`config.mk`:
```
export PLATFORM = sky130hd
export DESIGN_NAME = noc_lfsr8
export DESIGN_NICKNAME = d
export VERILOG_FILES = /design/src/rtl/noc_packet_sink_checker_lfsr8.sv
export SDC_FILE = /design/constraint.sdc
export NUM_CORES = 1
export LEC_CHECK = 0
export CORE_AREA = 5 5 42 44
export DETAILED_ROUTE_END_ITERATION = 8
export DIE_AREA = 0 0 47 49
export PLACE_DENSITY = 0.49
export SLEW_MARGIN = 20
export SYNTH_ARGS = -nofsm -noshare
export SYNTH_HDL_FRONTEND = slang
export SYNTH_SLANG_ARGS = --single-unit
export TNS_END_PERCENT = 1
```
`constraint.sdc`:
```
create_clock -name clk_i -period 2 [get_ports clk_i]
set_clock_uncertainty 0.1 [all_clocks]
set_input_delay 0.6 -clock clk_i [delete_from_list [all_inputs] [get_ports clk_i]]
set_output_delay 0.6 -clock clk_i [all_outputs]
set_load 0.005 [all_outputs]
```
`src/rtl/noc_packet_sink_checker_lfsr8.sv`:
```
// -----------------------------------------------------------------------------
// noc_lfsr8
// 8-bit Fibonacci LFSR, polynomial x^8+x^6+x^5+x^4+1, used to generate
// pseudo-random backpressure.
// Ports:
//   clk_i    clock
//   rst_i    synchronous active-high reset, loads SEED
//   step_i   advance one state when high
//   state_o  current LFSR state
// -----------------------------------------------------------------------------
module noc_lfsr8 #(
  parameter logic [7:0] SEED = 8'hA5
) (
  input  logic       clk_i,
  input  logic       rst_i,
  input  logic       step_i,
  output logic [7:0] state_o
);

  logic [7:0] lfsr_q;
  logic [7:0] lfsr_d;
  logic       fb_s;

  // Next-state: shift left, feed back taps 8,6,5,4.
  always_comb begin
    fb_s = lfsr_q[7] ^ lfsr_q[5] ^ lfsr_q[4] ^ lfsr_q[3];
    if (step_i) begin
      lfsr_d = {lfsr_q[6:0], fb_s};
    end else begin
      lfsr_d = lfsr_q;
    end
  end

  // State register.
  always_ff @(posedge clk_i) begin
    if (rst_i) begin
      lfsr_q <= SEED;
    end else begin
      lfsr_q <= lfsr_d;
    end
  end

  assign state_o = lfsr_q;

endmodule

```
==> summary.txt <==
Placed design
  – Worst slack, placed: approximately 110 ps
  – Dpl cells: 54
  – Routability cong.: 0.709
  – Port buffer count: 10
  – Hpwl dp: ~460 um

Finish
  – Layout fillers: 160
  – Multi-input gate area: 134 um^2
  – Fraction of layout cells with a size suffix above 1: 0.0732
  – # diodes: 0
  – Final cell count without fillers: 57
  – Total Nets Final: between 40 and 50
  – Max reg flops: 8
  – Register Area: about 160 um^2
  – Synthesis-to-finish area growth: 45.5%

Timing
  – Crit path time final: roughly 1900 ps
  – Peak Freq: 532 MHz
  – Worst-margin pin slew: 445 ps
  – RSZ-0062 raised after global routing: no
  – Tcrit/Tclk final: 0.940
  – Slew Viols, Final: 0
  – Setup WS post-layout: ~120 ps
  – Fin Hold WS: 405 ps
  – Sum Neg Setup Slack: 0 ps
  – Final setup viols: 0
  – Normalized max-slew margin: 0.702
  – Final hold violations: 0

Yosys
  – Top cells by area, synth: dfxtp_1 (53%), mux2i_1 (23%), xnor2_1 (8.7%)
  – Post-synthesis register bit count: 8
  – Synth Warn #: 0
  – Largest area contributor in the netlist: dfxtp_1
  – Avg Cell Area, Syn: 10.4 um^2
  – Sequential element share of the synthesized area: 0.529
  – Synth Instances: 29
  – Post-Syn Area: 303 um^2
  – Share of Yosys cell area claimed by the top area cell type: 0.529
  – Post-Syn Nets: 32
  – Netlist cell types: 9

Min path
  – Worst min-delay path class: reg2reg
  – Cells on Worst Hold Path: 2

Setup path
  – Crit path depth: 1
  – Worst path bufs/invs: 1
  – Critical Path AT: 1180 ps
  – CP Launch Type: register
  – Crit path max-delay family: buffers and inverters
  – Slowest cell on crit path: clkdlybuf4s50_1
  – Worst reg-to-reg path cell count: 3
  – Class of the most critical setup path: reg2out
  – CP max stage delay: 530 ps
  – CP max FO: 4
  – Crit. End Element: primary output
  – Crit path cell chain: clkdlybuf4s50_1
  – Critical Path RT: 1300 ps

Clocking
  – CTS tree: built
  – Max clock buf depth: 2
  – CTS sink count: 8
  – CTS clk-pin slew, worst paths: 60 ps
  – Post-CTS Setup Bufs: 0
  – CTS resizes: 0
  – Clock latency on the worst-skew pair: 250 ps
  – Post-CTS Hold Buffers: 0
  – Root Driver: clkbuf_4
  – Htree depth: 1
  – CTS Buf Count: 3

Power
  – Internal power: between 200 and 300 uW
  – Logic pwr share: 0.183
  – Worst VDD drop: 0.307 mV
  – Pwr per Cell Area: 858 nW/um^2
  – Leakage power: 0.188 nW
  – Clock power frac: 0.320
  – Flop pwr share: 0.497
  – Sw Share: 0.236
  – Total power: roughly 380 uW
  – Net switching power: 89.3 uW

Flow run
  – Max Cap Viol: 0

Floorplan
  – Std-Cell Rows: 14
  – DIE AREA: 2300 um^2
  – Die Y: around 49 um
  – Die width: ~47 um
  – Io pins: 11
  – Initial Utilization: 0.216
  – Core box area: 1400 um^2

Global route
  – Initial antenna violation count: 0
  – Vias in the first global route: 269
  – Largest net degree at the start of global routing: 10
  – GR Overflow Total: 0
  – First-pass GRT wire length: between 1000 and 1500 um
  – Total GRT Usage: 0.0671

Detailed routing
  – Starting DRT DRC Count: 1
  – Pre-antenna DRT Iters: 2
  – WL final: around 600 um
  – Via count: 233
  – Routed WL per cell: 10.5 um
  – Routed vias/inst: 4.09
  – Post-route ant nets: 0
  – DR DRC count: 0

Run status
  – Status: completed
[worst min-delay path, delay by kind of cell, from the launching register on]
kind / cells / cell delay, ps
simple gates: 1 / 60
flops: 1 / 340
mux: 1 / 80
[cell usage in the layout, fill, tap and decap left out]
cell type         n
a31oi_1           1
clkbuf_4          3
clkdlybuf4s50_1  10
dfxtp_1           8
inv_1             1
mux2i_1           7
nand2_1           3
nor2_1            4
nor3_1            1
xnor2_1           3
[area by class of cell]
class                           count  area share
Inverter                            1     0.00852
Timing Repair Buffer               10       0.227
Clock buffer                        3      0.0511
Multi-Input combinational cell     19       0.304
Tap cell                           16      0.0455
Sequential cell                     8       0.364
[cell families (layout without fill, tap and decap cells)]
group	count (synthesis)	count (layout)	synth area share
buf+inv	2	14	0.0289
simple gates	8	8	0.103
compound gates	1	1	0.0207
flops	8	8	0.529
mux	7	7	0.231
xor+xnor	3	3	0.0868
[path summary, 6_finish.rpt]
path                                 from                       to  slack (ps)
hold / removal    state_o[1]$_SDFFE_PP0P_  state_o[2]$_SDFFE_PP1P_         400
setup reg to reg  state_o[5]$_SDFFE_PP1P_  state_o[0]$_SDFFE_PP1P_         990
hold reg to reg   state_o[1]$_SDFFE_PP0P_  state_o[2]$_SDFFE_PP1P_         400
setup / recovery  state_o[5]$_SDFFE_PP1P_               state_o[5]         120
[cells in the mapped netlist]
| master | n |
|---|---|
| a31oi_1 | 1 |
| buf_2 | 1 |
| dfxtp_1 | 8 |
| inv_1 | 1 |
| mux2i_1 | 7 |
| nand2_1 | 3 |
| nor2_1 | 4 |
| nor3_1 | 1 |
| xnor2_1 | 3 |
[layer usage]
layer  GRT usage  part of all wire  vias to the layer above
li1            -                 -                      121
met5           0                 0                        -
met4      0.0691                 0                        0
met2      0.0747              0.39                       10
met3      0.0406              0.11                        0
met1      0.0800              0.50                      102
[stage by stage]
stage	cell area [um^2]	utilization
floorplan	303	-
global placement	418	0.298
detailed placement	418	0.298
CTS	440	0.314
global route	440	0.314
finish	440	0.314
[power groups by stage]
stage	Sequential (mW)	Clock, mW	Combinational, mW
6_report	0.188	0.121	0.0693
5_1_grt	0.190	0.140	0.0768
4_1_cts	0.188	0.128	0.0709
3_5_place_dp	0.191	0	0.0703
3_3_place_gp	0.190	0	0.0706
2_1_floorplan	0.190	0	0.0325
Note: power is estimated with default switching activity, not from simulation.
